==> config.mk <==
export PLATFORM = sky130hd
export DESIGN_NAME = shift_issue_reg
export DESIGN_NICKNAME = d
export VERILOG_FILES = /design/src/rtl/shift_pkg.sv /design/src/rtl/shift_decode.sv /design/src/rtl/shift_issue_reg.sv
export SDC_FILE = /design/constraint.sdc
export NUM_CORES = 1
export LEC_CHECK = 0
export CAP_MARGIN = 30
export CORE_MARGIN = 3
export CORE_UTILIZATION = 32
export CTS_BUF_LIST = sky130_fd_sc_hd__clkbuf_16
export CTS_CLUSTER_SIZE = 28
export DETAILED_ROUTE_END_ITERATION = 10
export PLACE_DENSITY = 0.74
export REMOVE_ABC_BUFFERS = 1
export SYNTH_ARGS = -nofsm -noshare
export SYNTH_HDL_FRONTEND = slang
export SYNTH_SLANG_ARGS = --single-unit
==> constraint.sdc <==
create_clock -name clk -period 1.4 [get_ports clk]
set_input_delay 0.14 -clock clk [delete_from_list [all_inputs] [get_ports clk]]
set_output_delay 0.14 -clock clk [all_outputs]
set_load 0.02 [all_outputs]
==> src/rtl/shift_pkg.sv <==
// Shared types and constants for the ID/EX shift issue register.
// Optional feature macro: SHIFT_SRA_EN (arithmetic right shifts SRA/SRAV).
package shift_pkg;

  // Widths of the stored entry; the top-level parameters must match these.
  localparam int DATA_W_P  = 32;
  localparam int SHAMT_W_P = 5;
  localparam int REG_AW_P  = 5;

  // R-type opcode and the shift function codes.
  localparam logic [5:0] OPC_RTYPE  = 6'b000000;
  localparam logic [5:0] FUNCT_SLL  = 6'b000000;
  localparam logic [5:0] FUNCT_SRL  = 6'b000010;
  localparam logic [5:0] FUNCT_SRA  = 6'b000011;
  localparam logic [5:0] FUNCT_SLLV = 6'b000100;
  localparam logic [5:0] FUNCT_SRLV = 6'b000110;
  localparam logic [5:0] FUNCT_SRAV = 6'b000111;

  // Occupancy of the main/skid buffer pair.
  typedef enum logic [1:0] {
    EMPTY = 2'd0,
    BUSY  = 2'd1,
    FULL  = 2'd2
  } state_t;

  // One decoded instruction as seen by the EX-stage shifter.
  typedef struct packed {
    logic [DATA_W_P-1:0]  datain;
    logic [SHAMT_W_P-1:0] shftamt;
    logic                 len;
    logic                 ren;
    logic                 arith;
    logic                 is_shift;
    logic [REG_AW_P-1:0]  dest;
    logic                 we;
  } shift_entry_t;

endpackage

==> src/rtl/shift_decode.sv <==
// Combinational decode of an ID-stage instruction into a shifter entry.
// Optional feature macro: SHIFT_SRA_EN adds SRA/SRAV decode.
module shift_decode
  import shift_pkg::*;
(
  input  logic [31:0]         i_instr,
  input  logic [DATA_W_P-1:0] i_rs_data,
  input  logic [DATA_W_P-1:0] i_rt_data,
  output shift_entry_t        o_entry
);

  logic [5:0] w_opc;
  logic [5:0] w_funct;
  logic       w_unused_bits;

  assign w_opc   = i_instr[31:26];
  assign w_funct = i_instr[5:0];
  // rs/rt register fields and upper rs bits play no part in shift decode.
  assign w_unused_bits = ^{i_instr[25:16], i_rs_data[DATA_W_P-1:SHAMT_W_P]};

  // Decode opcode/funct into shift controls; non-shifts pass through as no-ops.
  always_comb begin
    // NOTE: every field gets a default first so no path leaves one unassigned (no latch).
    o_entry        = '0;
    o_entry.datain = i_rt_data;
    o_entry.dest   = i_instr[15:11];
    if (w_opc == OPC_RTYPE) begin
      case (w_funct)
        FUNCT_SLL: begin
          o_entry.is_shift = 1'b1;
          o_entry.len      = 1'b1;
          o_entry.shftamt  = i_instr[10:6];
        end
        FUNCT_SRL: begin
          o_entry.is_shift = 1'b1;
          o_entry.ren      = 1'b1;
          o_entry.shftamt  = i_instr[10:6];
        end
        FUNCT_SLLV: begin
          o_entry.is_shift = 1'b1;
          o_entry.len      = 1'b1;
          o_entry.shftamt  = i_rs_data[SHAMT_W_P-1:0];
        end
        FUNCT_SRLV: begin
          o_entry.is_shift = 1'b1;
          o_entry.ren      = 1'b1;
          o_entry.shftamt  = i_rs_data[SHAMT_W_P-1:0];
        end
`ifdef SHIFT_SRA_EN
        FUNCT_SRA: begin
          o_entry.is_shift = 1'b1;
          o_entry.ren      = 1'b1;
          o_entry.arith    = 1'b1;
          o_entry.shftamt  = i_instr[10:6];
        end
        FUNCT_SRAV: begin
          o_entry.is_shift = 1'b1;
          o_entry.ren      = 1'b1;
          o_entry.arith    = 1'b1;
          o_entry.shftamt  = i_rs_data[SHAMT_W_P-1:0];
        end
`endif
        default: ;
      endcase
    end
    // Writes to r0 are suppressed, so the all-zero NOP never writes.
    o_entry.we = o_entry.is_shift && (o_entry.dest != '0);
  end

endmodule

==> src/rtl/shift_issue_reg.sv <==
// ID/EX stage register for the shift datapath: decodes shift instructions
// and holds them in a main + skid buffer so EX stalls stay registered.
// Optional feature macro: SHIFT_SRA_EN adds the ex_shift_arith output.
module shift_issue_reg
  import shift_pkg::*;
#(
  parameter int DATA_W  = 32,
  parameter int SHAMT_W = 5,
  parameter int REG_AW  = 5
) (
  input  logic               clk,
  input  logic               rst_n,
  input  logic               flush,
  input  logic               id_valid,
  output logic               id_ready,
  input  logic [31:0]        id_instr,
  input  logic [DATA_W-1:0]  id_rs_data,
  input  logic [DATA_W-1:0]  id_rt_data,
  input  logic               ex_ready,
  output logic               ex_valid,
  output logic [DATA_W-1:0]  ex_datain,
  output logic [SHAMT_W-1:0] ex_shftamt,
  output logic               ex_shift_len,
  output logic               ex_shift_ren,
  output logic               ex_is_shift,
  output logic [REG_AW-1:0]  ex_dest,
  output logic               ex_we
`ifdef SHIFT_SRA_EN
  ,
  output logic               ex_shift_arith
`endif
);

  state_t       r_state;
  state_t       w_next_state;
  shift_entry_t r_main;
  shift_entry_t r_skid;
  shift_entry_t w_dec;
  logic         r_id_ready;
  logic         w_accept;
  logic         w_retire;
  logic         w_valid;
  logic         w_load_main;
  logic         w_load_skid;
  logic         w_main_from_skid;

  shift_decode u_decode (
    .i_instr   (id_instr),
    .i_rs_data (id_rs_data),
    .i_rt_data (id_rt_data),
    .o_entry   (w_dec)
  );

  assign w_valid  = (r_state != EMPTY);
  assign w_accept = id_valid && r_id_ready;
  assign w_retire = w_valid && ex_ready;

  // Next-state and buffer load selection; flush overrides every transfer.
  always_comb begin
    w_next_state     = r_state;
    w_load_main      = 1'b0;
    w_load_skid      = 1'b0;
    w_main_from_skid = 1'b0;
    if (flush) begin
      w_next_state = EMPTY;
    end else begin
      case (r_state)
        EMPTY: begin
          if (w_accept) begin
            w_next_state = BUSY;
            w_load_main  = 1'b1;
          end
        end
        BUSY: begin
          case ({w_accept, w_retire})
            2'b11: w_load_main = 1'b1;
            2'b10: begin
              w_next_state = FULL;
              w_load_skid  = 1'b1;
            end
            2'b01:   w_next_state = EMPTY;
            default: ;
          endcase
        end
        FULL: begin
          if (w_retire) begin
            w_next_state     = BUSY;
            w_main_from_skid = 1'b1;
          end
        end
        default: w_next_state = EMPTY;
      endcase
    end
  end

  // State register; id_ready is registered from the next state so EX stalls
  // never reach ID combinationally.
  always_ff @(posedge clk or negedge rst_n) begin
    if (!rst_n) begin
      r_state    <= EMPTY;
      r_id_ready <= 1'b1;
    end else begin
      // NOTE: non-blocking assignments so every flop samples pre-edge values.
      r_state    <= w_next_state;
      r_id_ready <= (w_next_state != FULL);
    end
  end

  // Entry storage: main feeds EX, skid catches one extra entry during a stall.
  always_ff @(posedge clk or negedge rst_n) begin
    if (!rst_n) begin
      // NOTE: payload is reset only for deterministic X-free outputs; validity lives in r_state.
      r_main <= '0;
      r_skid <= '0;
    end else begin
      if (w_main_from_skid) begin
        r_main <= r_skid;
      end else if (w_load_main) begin
        r_main <= w_dec;
      end
      if (w_load_skid) begin
        r_skid <= w_dec;
      end
    end
  end

  // All EX outputs read zero whenever no entry is present.
  assign id_ready     = r_id_ready;
  assign ex_valid     = w_valid;
  assign ex_datain    = w_valid ? r_main.datain  : '0;
  assign ex_shftamt   = w_valid ? r_main.shftamt : '0;
  assign ex_shift_len = w_valid && r_main.len;
  assign ex_shift_ren = w_valid && r_main.ren;
  assign ex_is_shift  = w_valid && r_main.is_shift;
  assign ex_dest      = w_valid ? r_main.dest    : '0;
  assign ex_we        = w_valid && r_main.we;

`ifdef SHIFT_SRA_EN
  assign ex_shift_arith = w_valid && r_main.arith;
`else
  logic w_unused_arith;
  assign w_unused_arith = r_main.arith;
`endif

endmodule

==> impl_metrics.yaml <==
critical_path:
  startpoint_type: "register"
  r2r-end: "r_main[8]"
  crit_fanout: 7
  crit_type: "reg2reg"
  reg2reg_setup_slack_ns: -0.33
  cp-end-kind: "register"
  arrival_ns: 1.96
  worstRegToRegCells: 7
  cp.required_ns: 1.63
  r2r_start: "r_state[1]"
sta:
  clock_skew_ns: 0.00708
  fin_ws_ns: -0.331
  drv_slew: 0
  worstMarginPinSlew_ns: 0.472
  hold_violations: 0
  setup_viol: 142
  fin_crit_sh: 1.24
  final.setup.tns_ns: -33.79
  fin_crit_ns: 1.73
  clock.fmax_ghz: 0.578
  relSlewSlack: 0.685
  rsz0062_at_grt: "true"
run:
  drv_cap: 0
placement:
  dpl_worst_slack_ns: -0.433
  place_congestion: 0.747
  dpl.hpwl_mm: 7.25
  place_area_um2: 5990
  io_buffers: 111
power:
  power-per-cell-area_nw_per_um2: 1060
  p_leak_nw: 3.52
  irDropWorstVdd_mv: 0.565
detailed_routing:
  drtIter0Drc: 224
  via_per_inst: 5.03
  wl_per_cell_um: 19.6
  first_pass_iters: 4
  ant_nets: 0
  wl_mm: 14.8
  dr_total_vias: 3779
  drc: 0
global_routing:
  grt_pass1_vias: 3661
  antenna_found_initial: 0
  grt_pass1_wl_mm: 19.5
  grt_max_degree: 60
  grt.overflow.total: 0
  grt.total_usage: 0.156
floorplanning:
  chipHeight_um: 124
  row_count: 42
  die_area_um2: 15400
  core_area_um2: 13500
  die_w_um: 124
  ios: 149
  start_util: 0.333
yosys:
  ys_types: 31
  avgSynthCellArea_um2: 11.1
  ys_seq_elements: 95
  ys.warnings.count: 0
  ys_seq_area_frac: 0.531
  netlist_instances: 402
  syn-cell-area_um2: 4480
layout:
  drive_gt1_frac: 0.448
  layout_common_cells: "dfrtp_1, clkdlybuf4s50_1, buf_6, mux2i_1, nor2b_4"
  fillers: 1093
  syn_to_final_growth_pct: 74.6
  final_nets: 672
  diodes: 0
  layout_commonest_cell: "dfrtp_1"
  fin_area_um2: 7820
status:
  status: "finished with violations"
  violations: "negative setup slack"
clock_network:
  clk_latency_ns: 0.35
  cts_tree: "done"
  cts.clk_slew.worst_paths_ns: 0.07
  cts_buffers: 9
  root_buffer: "clkbuf_16"
  ctsLongestPathBuffers: 2
  cts.sinks: 95
  cts-htree-levels: 3
min_path:
  hp-class: "in2async"
worst max path at each step:
stage / start / to / slack, ns / depth (start not counted)
detailed placement: flush / r_main[34] / -0.43 / 5
global placement: flush / r_main[29] / -0.39 / 5
global route: r_state[1] / r_main[8] / -0.37 / 7
floorplan: r_state[1] / r_main[0] / -1.77 / 4
CTS: r_state[1] / r_main[9] / -0.24 / 6
finish: r_state[1] / r_main[8] / -0.33 / 7
power by group:
group / internal (mW) / switching [mW] / total [mW]
clock: 1.19 / 1.07 / 2.26
combinational: 1.44 / 0.923 / 2.37
sequential: 3.29 / 0.333 / 3.62
total: 5.92 / 2.33 / 8.25
metrics by stage:
stage / utilization / cells / hold slack, ns / power (mW)
after floorplan: - / 373 / -0.156 / 4.36
after global placement: 0.445 / 690 / 0.154 / 5.08
after detailed placement: 0.445 / 690 / 0.159 / 5.17
after CTS: 0.490 / 730 / 0.382 / 7.63
after global routing: 0.581 / 752 / 0.417 / 8.60
final: 0.581 / 752 / 0.370 / 8.25
logic make-up after synthesis:
kind of cell / Yosys count / synth area share
AOI/OAI and AO/OA: 68 / 0.0931
buffers and inverters: 32 / 0.0444
DFF: 95 / 0.531
muxes: 80 / 0.189
and+or+nand+nor: 127 / 0.142
critical path: stages (launching register included):
cell      delay, ns
dfrtp_2        0.43
buf_6          0.14
and4bb_4       0.23
a41oi_4        0.23
buf_6          0.17
buf_12         0.13
nor2_1         0.07
a22o_1         0.22
synth_stat cells (all sizes together):
master  count  area (um2)
nand3b      1        11.3
a41oi       1        16.3
nor2       22        82.6
buf        18         144
inv         3        11.3
clkbuf     11        43.8
a22o        8        70.1
nor2b      47         294
a21o        1        7.51
nand2b      2        12.5
nor4        2        12.5
or4         1        7.51
mux2i      43         430
o31a        1        8.76
or2         1        6.26
o21ai      46         230
o31ai       8        60.1
dfstp       1        26.3
o21a        1        7.51
mux2       37         417
a211oi      1        7.51
nand3       1        5.00
o22a        1        8.76
dfrtp      94        2350
nand4       1        6.26
and4bb      1        16.3
nand2      48         180
layout make-up:
| cell class | count | area, um2 | share of cell area |
|---|---|---|---|
| inverters | 3 | 13.8 | 0.00176 |
| well taps | 176 | 220 | 0.0282 |
| repair buffers | 187 | 2380 | 0.305 |
| clock inverters | 7 | 40.0 | 0.00512 |
| multi-input cells | 275 | 2550 | 0.327 |
| flip-flops and latches | 95 | 2380 | 0.305 |
| clock buffers | 9 | 225 | 0.0288 |
timing repair:
| action | in CTS | in global routing |
|---|---|---|
| gates resized for setup | 266 | 228 |
| gates cloned | 9 | 17 |
| setup endpoints to repair | 142 | 141 |
| hold endpoints to repair | 94 | 0 |
| pin swaps | 2 | 19 |
| hold buffers | 1 | 0 |
| buffers inserted | 14 | 8 |
per-layer routing:
metal	part of all wire	GRT usage	vias to the layer above
li1	-	-	1727
met1	0.45	0.215	1900
met2	0.49	0.240	131
met3	0.048	0.0369	21
met4	0.016	0.0567	0
met5	0	0	-
registers in the layout, indices dropped and copies added, names as in the netlist:
register and flops:
r_state 2, r_skid 46, id_ready 1, r_main 46
No activity file was read; power rests on OpenSTA's default activity.
